[src/rtl/snoop_memory_ctrl.sv]
// Snooping memory controller: serialises cache-miss requests, broadcasts snoops and
// serves data from a dirty cache or memory. Define SNOOP_TIMEOUT_EN to bound COLLECT.
module snoop_memory_ctrl #(
  parameter int SNOOP_TIMEOUT = 15
) (
  input  logic        clock,
  input  logic        reset,
  input  logic        req_valid,
  output logic        req_ready,
  input  logic [1:0]  req_op,
  input  logic [1:0]  req_proc,
  input  logic [1:0]  req_block,
  input  logic [4:0]  req_tag,
  input  logic [7:0]  req_data,
  output logic        snoop_valid,
  output logic [1:0]  snoop_op,
  output logic [1:0]  snoop_src,
  output logic [1:0]  snoop_block,
  output logic [4:0]  snoop_tag,
  input  logic [3:0]  snoop_resp_valid,
  input  logic [3:0]  snoop_hit,
  input  logic [3:0]  snoop_wb,
  input  logic [31:0] snoop_data,
  output logic        resp_valid,
  output logic [1:0]  resp_proc,
  output logic [7:0]  resp_data,
  output logic        resp_shared,
  output logic        resp_from_cache,
  output logic        resp_timeout,
  output logic        busy
);

  typedef enum logic [2:0] {IDLE, WB, SNOOP, COLLECT, MEM, RESP} state_t;

  state_t      state_reg, state_next;
  logic [1:0]  op_reg, op_next, proc_reg, proc_next, block_reg, block_next;
  logic [4:0]  tag_reg, tag_next;
  logic [7:0]  wdata_reg, wdata_next;
  logic [3:0]  responded_reg, responded_next, hit_reg, hit_next, wb_reg, wb_next;
  logic [7:0]  rdata_reg, rdata_next;
  logic        shared_reg, shared_next, from_cache_reg, from_cache_next;
  logic        timeout_reg, timeout_next;
  logic [7:0]  wb_byte_reg [4];
  logic [7:0]  byte_now [4];
  logic [3:0]  proc_mask, rv_eff, responded_all, hit_all, wb_all;
  logic        all_done, timeout_hit;
  logic [7:0]  wb_sel_byte;
  logic        mem_we;
  logic [6:0]  mem_addr;
  logic [7:0]  mem_wdata;
  logic [7:0]  mem_rd [128];

  genvar gi;

  // Memory cells power up holding their own address; reset deliberately leaves them alone.
  for (gi = 0; gi < 128; gi++) begin : g_mem
    logic [7:0] cell_reg = 8'(gi);
    always @(posedge clock) begin
      if (mem_we && mem_addr == 7'(gi)) cell_reg <= mem_wdata;
    end
    assign mem_rd[gi] = cell_reg;
  end

  assign proc_mask     = 4'b0001 << proc_reg;
  assign rv_eff        = snoop_resp_valid & ~proc_mask;
  assign responded_all = responded_reg | rv_eff;
  assign hit_all       = hit_reg | (snoop_hit & ~proc_mask);
  assign wb_all        = wb_reg | (snoop_wb & rv_eff);
  assign all_done      = (responded_all | proc_mask) == 4'hF;

  // Each responder's writeback byte is held until COLLECT ends, as responses may be staggered.
  for (gi = 0; gi < 4; gi++) begin : g_wb_byte
    assign byte_now[gi] = (snoop_wb[gi] && rv_eff[gi]) ? snoop_data[8*gi +: 8] : wb_byte_reg[gi];
    always_ff @(posedge clock or negedge reset) begin
      if (!reset) wb_byte_reg[gi] <= '0;
      else if (state_reg == COLLECT) wb_byte_reg[gi] <= byte_now[gi];
    end
  end

  always_comb begin
    wb_sel_byte = '0;
    for (int i = 3; i >= 0; i--) begin
      if (wb_all[i]) wb_sel_byte = byte_now[i];
    end
  end

`ifdef SNOOP_TIMEOUT_EN
  localparam int CW = $clog2(SNOOP_TIMEOUT + 1);
  logic [CW-1:0] cnt_reg, cnt_next;
  assign cnt_next    = (state_reg == COLLECT) ? cnt_reg + 1'b1 : '0;
  assign timeout_hit = (cnt_reg == CW'(SNOOP_TIMEOUT - 1));
  always_ff @(posedge clock or negedge reset) begin
    if (!reset) cnt_reg <= '0;
    else        cnt_reg <= cnt_next;
  end
`else
  logic unused_timeout_cfg;
  assign unused_timeout_cfg = ^SNOOP_TIMEOUT;
  assign timeout_hit        = 1'b0;
`endif

  always_comb begin
    state_next      = state_reg;
    op_next         = op_reg;
    proc_next       = proc_reg;
    block_next      = block_reg;
    tag_next        = tag_reg;
    wdata_next      = wdata_reg;
    responded_next  = responded_reg;
    hit_next        = hit_reg;
    wb_next         = wb_reg;
    rdata_next      = rdata_reg;
    shared_next     = shared_reg;
    from_cache_next = from_cache_reg;
    timeout_next    = timeout_reg;
    mem_we          = 1'b0;
    mem_addr        = {tag_reg, block_reg};
    mem_wdata       = wdata_reg;
    case (state_reg)
      IDLE: begin
        if (req_valid) begin
          op_next         = req_op;
          proc_next       = req_proc;
          block_next      = req_block;
          tag_next        = req_tag;
          wdata_next      = req_data;
          responded_next  = '0;
          hit_next        = '0;
          wb_next         = '0;
          rdata_next      = '0;
          shared_next     = 1'b0;
          from_cache_next = 1'b0;
          timeout_next    = 1'b0;
          state_next      = (req_op == 2'b00) ? WB : SNOOP;
        end
      end
      WB: begin
        mem_we     = 1'b1;
        state_next = RESP;
      end
      SNOOP: state_next = COLLECT;
      COLLECT: begin
        responded_next = responded_all;
        hit_next       = hit_all;
        wb_next        = wb_all;
        shared_next    = |hit_all;
        if (all_done) begin
          // A dirty copy supersedes memory for misses; invalidates never touch memory.
          if (op_reg != 2'b11 && |wb_all) begin
            mem_we          = 1'b1;
            mem_wdata       = wb_sel_byte;
            rdata_next      = wb_sel_byte;
            from_cache_next = 1'b1;
            state_next      = RESP;
          end else if (op_reg == 2'b11) begin
            state_next = RESP;
          end else begin
            state_next = MEM;
          end
        end else if (timeout_hit) begin
          timeout_next = 1'b1;
          state_next   = RESP;
        end
      end
      MEM: begin
        rdata_next = mem_rd[mem_addr];
        state_next = RESP;
      end
      RESP:    state_next = IDLE;
      default: state_next = IDLE;
    endcase
  end

  always_ff @(posedge clock or negedge reset) begin
    if (!reset) begin
      state_reg      <= IDLE;
      op_reg         <= '0;
      proc_reg       <= '0;
      block_reg      <= '0;
      tag_reg        <= '0;
      wdata_reg      <= '0;
      responded_reg  <= '0;
      hit_reg        <= '0;
      wb_reg         <= '0;
      rdata_reg      <= '0;
      shared_reg     <= 1'b0;
      from_cache_reg <= 1'b0;
      timeout_reg    <= 1'b0;
    end else begin
      state_reg      <= state_next;
      op_reg         <= op_next;
      proc_reg       <= proc_next;
      block_reg      <= block_next;
      tag_reg        <= tag_next;
      wdata_reg      <= wdata_next;
      responded_reg  <= responded_next;
      hit_reg        <= hit_next;
      wb_reg         <= wb_next;
      rdata_reg      <= rdata_next;
      shared_reg     <= shared_next;
      from_cache_reg <= from_cache_next;
      timeout_reg    <= timeout_next;
    end
  end

  assign req_ready       = (state_reg == IDLE);
  assign busy            = (state_reg != IDLE);
  assign snoop_valid     = (state_reg == SNOOP);
  assign snoop_op        = snoop_valid ? op_reg : '0;
  assign snoop_src       = snoop_valid ? proc_reg : '0;
  assign snoop_block     = snoop_valid ? block_reg : '0;
  assign snoop_tag       = snoop_valid ? tag_reg : '0;
  assign resp_valid      = (state_reg == RESP);
  assign resp_proc       = resp_valid ? proc_reg : '0;
  assign resp_data       = resp_valid ? rdata_reg : '0;
  assign resp_shared     = resp_valid & shared_reg;
  assign resp_from_cache = resp_valid & from_cache_reg;
  assign resp_timeout    = resp_valid & timeout_reg;

endmodule

[config.mk]
export PLATFORM = sky130hd
export DESIGN_NAME = snoop_memory_ctrl
export DESIGN_NICKNAME = d
export VERILOG_FILES = /design/src/rtl/snoop_memory_ctrl.sv
export SDC_FILE = /design/constraint.sdc
export NUM_CORES = 1
export LEC_CHECK = 0
export ABC_AREA = 1
export ABC_CLOCK_PERIOD_IN_PS = 6500
export CORE_MARGIN = 2
export CORE_UTILIZATION = 45
export CTS_CLUSTER_SIZE = 20
export DETAILED_ROUTE_END_ITERATION = 12
export GPL_TIMING_DRIVEN = 0
export PLACE_DENSITY_LB_ADDON = 0.05
export SYNTH_ARGS = -nofsm -noshare
export SYNTH_HDL_FRONTEND = slang
export SYNTH_SLANG_ARGS = --single-unit
[constraint.sdc]
create_clock -name clock -period 6.5 [get_ports clock]
set_input_delay 0.65 -clock clock [delete_from_list [all_inputs] [get_ports clock]]
set_output_delay 0.65 -clock clock [all_outputs]
set_load 0.02 [all_outputs]
==> results of run 1 <==
synthesized netlist by cell type, drive strengths merged:
master | instances | area (sq um)
nand2 | 2297 | 8656
edfxtp | 1024 | 30750
nor2 | 311 | 1187
nand3 | 156 | 928.4
buf | 112 | 569.3
clkbuf | 112 | 420.4
o21ai | 102 | 510.5
inv | 87 | 329.1
nand4 | 78 | 525.5
dfrtp | 76 | 1902
a21oi | 33 | 168.9
a31oi | 9 | 56.30
or2 | 9 | 56.30
mux2i | 8 | 80.08
o22ai | 8 | 50.05
nand3b | 4 | 30.03
nor3 | 2 | 15.01
conb | 1 | 3.750
cell type report:
| cell class | count | area [sq um] |
|---|---|---|
| clock inverter | 77 | 738.2 |
| timing repair buffer | 130 | 1777 |
| multi-input combinational | 3018 | 12410 |
| tap | 1368 | 1712 |
| clock buffer | 138 | 2964 |
| fill | 9347 | 48320 |
| antenna | 1 | 2.502 |
| sequential | 1100 | 32650 |
| buffer | 224 | 989.7 |
| inverter | 87 | 329.1 |
stage by stage:
stage	instance area (sq um)	setup slack [ns]	utilization, %	hold WS (ns)
2_1_floorplan	46240	0.1861	-	0.3544
3_3_place_gp	48870	-8.400	47.97	0.4607
3_5_place_dp	49840	1.714	48.92	0.4594
4_1_cts	53550	1.895	52.56	0.3063
5_1_grt	53570	1.780	52.57	0.3625
6_report	53570	1.692	52.58	0.3359
report_power, final:
group	internal, W	switching, W	total, W
registers	0.00914	0.000152	0.00929
logic	0.00260	0.00804	0.0106
clock network	0.00373	0.00284	0.00657
routing by layer:
layer | routed length (microns) | global-route usage, % | part of all wire [%] | vias to the layer above
met4 | 6637 | 10.86 | 4.2 | 8
met3 | 12660 | 4.623 | 8.0 | 298
li1 | - | - | - | 15190
met1 | 65920 | 41.43 | 42 | 16060
met2 | 72590 | 47.35 | 46 | 1437
met5 | 47 | 0 | 0.030 | -
critical path, cell delays in order (launching register included):
cell and delay, ns:
dfrtp_1 0.40, nor2_1 0.64, buf_2 0.53, buf_1 0.52
nand3_1 0.97, nor2_1 1.34
repair_timing:
item,in CTS,in global routing
hold endpoints to repair,14,0
hold buffers,1,0
setup endpoints to repair,0,0
logic make-up after synthesis:
kind of cell,after synthesis,share of synthesized area (%)
and+or+nand+nor,2857,24.65
DFF,1100,70.62
buffers and inverters,311,2.852
AOI/OAI and AO/OA,152,1.699
muxes,8,0.1732
other,1,0.008110
cell usage in the layout (no fill, tap or decap), drive strengths merged:
| cell type | instances |
|---|---|
| nand2 | 2297 |
| edfxtp | 1024 |
| nor2 | 311 |
| clkbuf | 250 |
| nand3 | 156 |
| buf | 150 |
| o21ai | 102 |
| inv | 92 |
| clkdlybuf4s50 | 91 |
| nand4 | 78 |
| dfrtp | 76 |
| clkinv | 54 |
| a21oi | 33 |
| bufinv | 12 |
| or2 | 9 |
| a31oi | 9 |
| mux2i | 8 |
| o22ai | 8 |
| clkinvlp | 6 |
| nand3b | 4 |
| nor3 | 2 |
| diode | 1 |
| conb | 1 |
| dlygate4sd3 | 1 |
how the worst max path moves through the flow:
stage                            end  cells after the start
2_1_floorplan   g_mem[0].cell_reg[6]                      8
3_3_place_gp   g_mem[22].cell_reg[4]                      8
6_report       g_mem[49].cell_reg[4]                      5
3_5_place_dp   g_mem[49].cell_reg[2]                      9
4_1_cts        g_mem[49].cell_reg[4]                      5
5_1_grt        g_mem[49].cell_reg[4]                      5
==> results.yml, run 1 <==
placement:
  place_congestion: 1.026
  post-dp-hpwl_mm: 109.2
  port-buffer-count: 92
  place_inst: 5925
floorplan:
  die_x_microns: 324.6
  ios: 94
  std_cell_rows: 117
  start_util_pct: 45.38
  die_h_microns: 324.6
  coreArea_sq_mm: 0.1019
  die_area_sq_mm: 0.1053
worst_setup_path:
  r2r_setup_slack_ns: 1.69
  end_kind: "flip-flop"
  crit_required_ns: 6.82
  rr_startpoint: "tag_reg[1]"
  crit_type: "flip-flop to flip-flop"
  crit_start: "tag_reg[1]"
  reg2reg_to: "g_mem[49].cell_reg[4]"
  crit_fanout: 10
  arrival_ns: 5.13
  cp-start-kind: "flip-flop"
  reg2regPathDepth: 5
detailed_routing:
  initialDrtViolationCount: 3800
  drcViolationCount: 0
  drt-vias-per-instance: 5.371
  ant_nets: 0
  drt_first_pass_iters: 8
  wl_per_cell_microns: 25.70
  wirelength_mm: 157.9
  route.vias.total: 32990
layout:
  final_cells: 6143
  largest_register_ff_count: 1024
  fin_nets: 4742
  drive_gt1_share_pct: 7.289
  syn_to_final_growth_pct: 15.85
synth:
  synth.yosys.warnings: 0
  synth_cells: 4429
  syn_avg_cell_area_sq_um: 10.44
  yosysSeqAreaShare_pct: 70.62
  syn_nets: 4495
  ys_seq_elements: 1100
  yosys.cell_types.count: 35
  syn_area_sq_mm: 0.04624
pwr:
  p_per_area_mw_per_mm2: 494.7
  finalPower_w: 0.02650
  peakVddDrop_mv: 0.2598
  p_leak_nw: 21.12
timing:
  timing.final.crit_share_pct: 73.96
  finalSetupTns_ns: 0
  max_slew_margin_pct: -1.576
  fin_worst_skew_ns: 0.03110
  max_slew.worst_pin.slew_ns: 1.518
  final_hold_viol_count: 0
  setup_viol: 0
  slew_viol_final: 9
  max_freq_mhz: 208.0
  fin_crit_ns: 4.808
  rsz0062_at_grt: "false"
status:
  violations: "max-capacitance violations, max-slew violations"
  status: "finished with violations"
clocking:
  post_cts_buffers: 0
  clock_sinks: 1100
  cts_tree: "yes"
  clkTransAtPathRegs_ns: 0.06
  h-tree-depth: 3
  ctsResizeCount: 0
  cts_made_buffers: 115
  cts_max_path_buffers: 3
  insertion_delay_ns: 0.74
  cts-root-buf: "clkbuf_16"
global_route:
  antenna_found_initial: 3
  overflow: 0
  first_global_vias: 31150
  grt_use_total_pct: 29.72
  grt_max_degree: 63
  grt_pass1_wl_mm: 223.5
worst_hold_path:
  hold_class: "input port to async pin"
run:
  maxCapViolCount: 1
Note: power is estimated with default switching activity, not from simulation.
==> run 2: changes to the inputs <==
--- a/config.mk
+++ b/config.mk
@@ -6,7 +6,7 @@
 export NUM_CORES = 1
 export LEC_CHECK = 0
 export ABC_AREA = 1
-export ABC_CLOCK_PERIOD_IN_PS = 6500
+export ABC_CLOCK_PERIOD_IN_PS = 4720
 export CORE_MARGIN = 2
 export CORE_UTILIZATION = 45
 export CTS_CLUSTER_SIZE = 20
==> constraint.sdc (replaced) <==
create_clock -name clock -period 4.72 [get_ports clock]
set_input_delay 0.472 -clock clock [delete_from_list [all_inputs] [get_ports clock]]
set_output_delay 0.472 -clock clock [all_outputs]
set_load 0.02 [all_outputs]
==> results.yml, run 2 (synthesis results as in run 1) <==
status:
  status: "finished with violations"
  violations: "negative setup slack"
layout:
  layout_commonest_cell: "nand2_1"
  stdcell_area_sq_mm: 0.05369
  finish.utilization_pct: 52.69
  syn_to_final_growth_pct: 16.11
  drive_gt1_share_pct: 7.406
  largest_register_ff_count: 1024
  layout_common_cells: "nand2_1, edfxtp_1, nor2_1"
  fin_nets: 4746
  fillers: 9278
placement:
  port-buffer-count: 92
  post-dp-hpwl_mm: 108.6
  place_congestion: 0.9462
  dpl-instance-area_sq_mm: 0.04988
  pre_cts_slack_ns: -0.03952
clocking:
  cts_made_buffers: 117
  clkTransAtPathRegs_ns: 0.07
  cts-root-buf: "clkbuf_16"
  h-tree-depth: 3
  cts_max_path_buffers: 3
  cts_tree: "yes"
  post_cts_buffers: 0
  insertion_delay_ns: 0.72
  clock_sinks: 1100
floorplan:
  ios: 94
  die_area_sq_mm: 0.1053
  std_cell_rows: 117
  die_x_microns: 324.6
  die_h_microns: 324.6
  coreArea_sq_mm: 0.1019
  start_util_pct: 45.38
worst_setup_path:
  path_cells: "nor2_1 -> buf_2 -> buf_1 -> nand3_1 -> nor2_1"
  slowest_stage: "nor2_1"
  crit_required_ns: 5.04
  cpPeakStageDelay_ns: 1.28
  cpMostUsedCell: "nor2_1"
  cp-start-kind: "flip-flop"
  end_kind: "flip-flop"
  crit_fanout: 10
  crit_type: "flip-flop to flip-flop"
  arrival_ns: 5.11
detailed_routing:
  drt-vias-per-instance: 5.387
  drcViolationCount: 0
  initialDrtViolationCount: 3687
  wl_per_cell_microns: 25.62
  route.vias.total: 33130
  ant_nets: 0
  drt_first_pass_iters: 6
  wirelength_mm: 157.6
global_route:
  antenna_found_initial: 1
  grt_pass1_wl_mm: 223.1
  grt_max_degree: 67
  first_global_vias: 31450
  overflow: 0
  grt_use_total_pct: 29.66
run:
  maxCapViolCount: 0
pwr:
  p_leak_nw: 21.15
  peakVddDrop_mv: 0.3323
  p_per_area_mw_per_mm2: 681.7
timing:
  finalWorstSetupSlack_ns: -0.07009
  finalSetupTns_ns: -0.6280
  timing.final.crit_share_pct: 101.5
  fin_crit_ns: 4.790
  max_freq_mhz: 208.8
  slew_viol_final: 0
  setup_viol: 17
  fin_worst_skew_ns: 0.04439
  max_slew_margin_pct: 3.545
  rsz0062_at_grt: "false"
  max_slew.worst_pin.slew_ns: 1.441
  final_hold_viol_count: 0
worst_hold_path:
  hold_class: "input port to async pin"
run 2: cell count changes in the layout (fill, tap and decap cells not counted), sizes merged:
cell,previous run,this run
clkinvlp,6,9
clkinv,54,50
inv,92,89
clkbuf,250,258
buf,150,152
run 2: final cells by class:
type | count | area, sq um | area share, %
Clock buffer | 146 | 3078 | 5.733
Multi-Input combinational cell | 3018 | 12410 | 23.11
Tap cell | 1368 | 1712 | 3.188
Timing Repair Buffer | 132 | 1812 | 3.375
Antenna cell | 1 | 2.502 | 0.004661
Clock inverter | 73 | 705.7 | 1.314
Buffer | 224 | 989.7 | 1.843
Sequential cell | 1100 | 32650 | 60.82
Inverter | 87 | 329.1 | 0.6129
run 2: report_power, final:
part	internal (W)	switching, W	total, W
sequential	0.0126	0.000198	0.0128
clock	0.00527	0.00390	0.00917
combinational	0.00360	0.0110	0.0146
run 2: final timing paths:
kind	from	end	slack (ns)	cells past startpoint
setup / recovery	tag_reg[1]	g_mem[0].cell_reg[4]	-0.07	5
hold / removal	reset	wb_byte_reg[5]	0.16	2
setup reg to reg	tag_reg[1]	g_mem[0].cell_reg[4]	-0.07	5
hold reg to reg	wdata_reg[6]	wdata_reg[6]	0.48	2
max in group asynchronous	reset	op_reg[0]	3.97	3
min in group clock	req_data[7]	wdata_reg[7]	0.30	3
run 2: what timing repair did:
item / in CTS / in global routing
hold buffers: 1 / 0
endpoints found under the setup margin: 16 / 8
resized for setup: 2 / 1
hold endpoints to repair: 76 / 0
run 2: critical path, delay by kind of cell, from the launching register on:
kind	cells	cell delay, ns
AND/OR/NAND/NOR	3	2.89
buffers and inverters	2	1.10
flip-flops	1	0.40
run 2: layer usage:
layer  vias up  wire [microns]  GRT usage, %
met5         -               0             0
met4         0            7767         13.20
met3       328           12910         4.916
met2      1465           72010         46.68
met1     16110           64880         40.71
li1      15220               -             -
run 2: per-stage QoR:
step                      std cells  hold slack, ns  power [W]
after global placement         5889          0.4572    0.02691
after floorplan                4429          0.1764    0.02057
final                          6149          0.1630    0.03660
after CTS                      6148          0.1174    0.03641
after detailed placement       5928          0.3223    0.02733
after global routing           6148          0.1442    0.03800
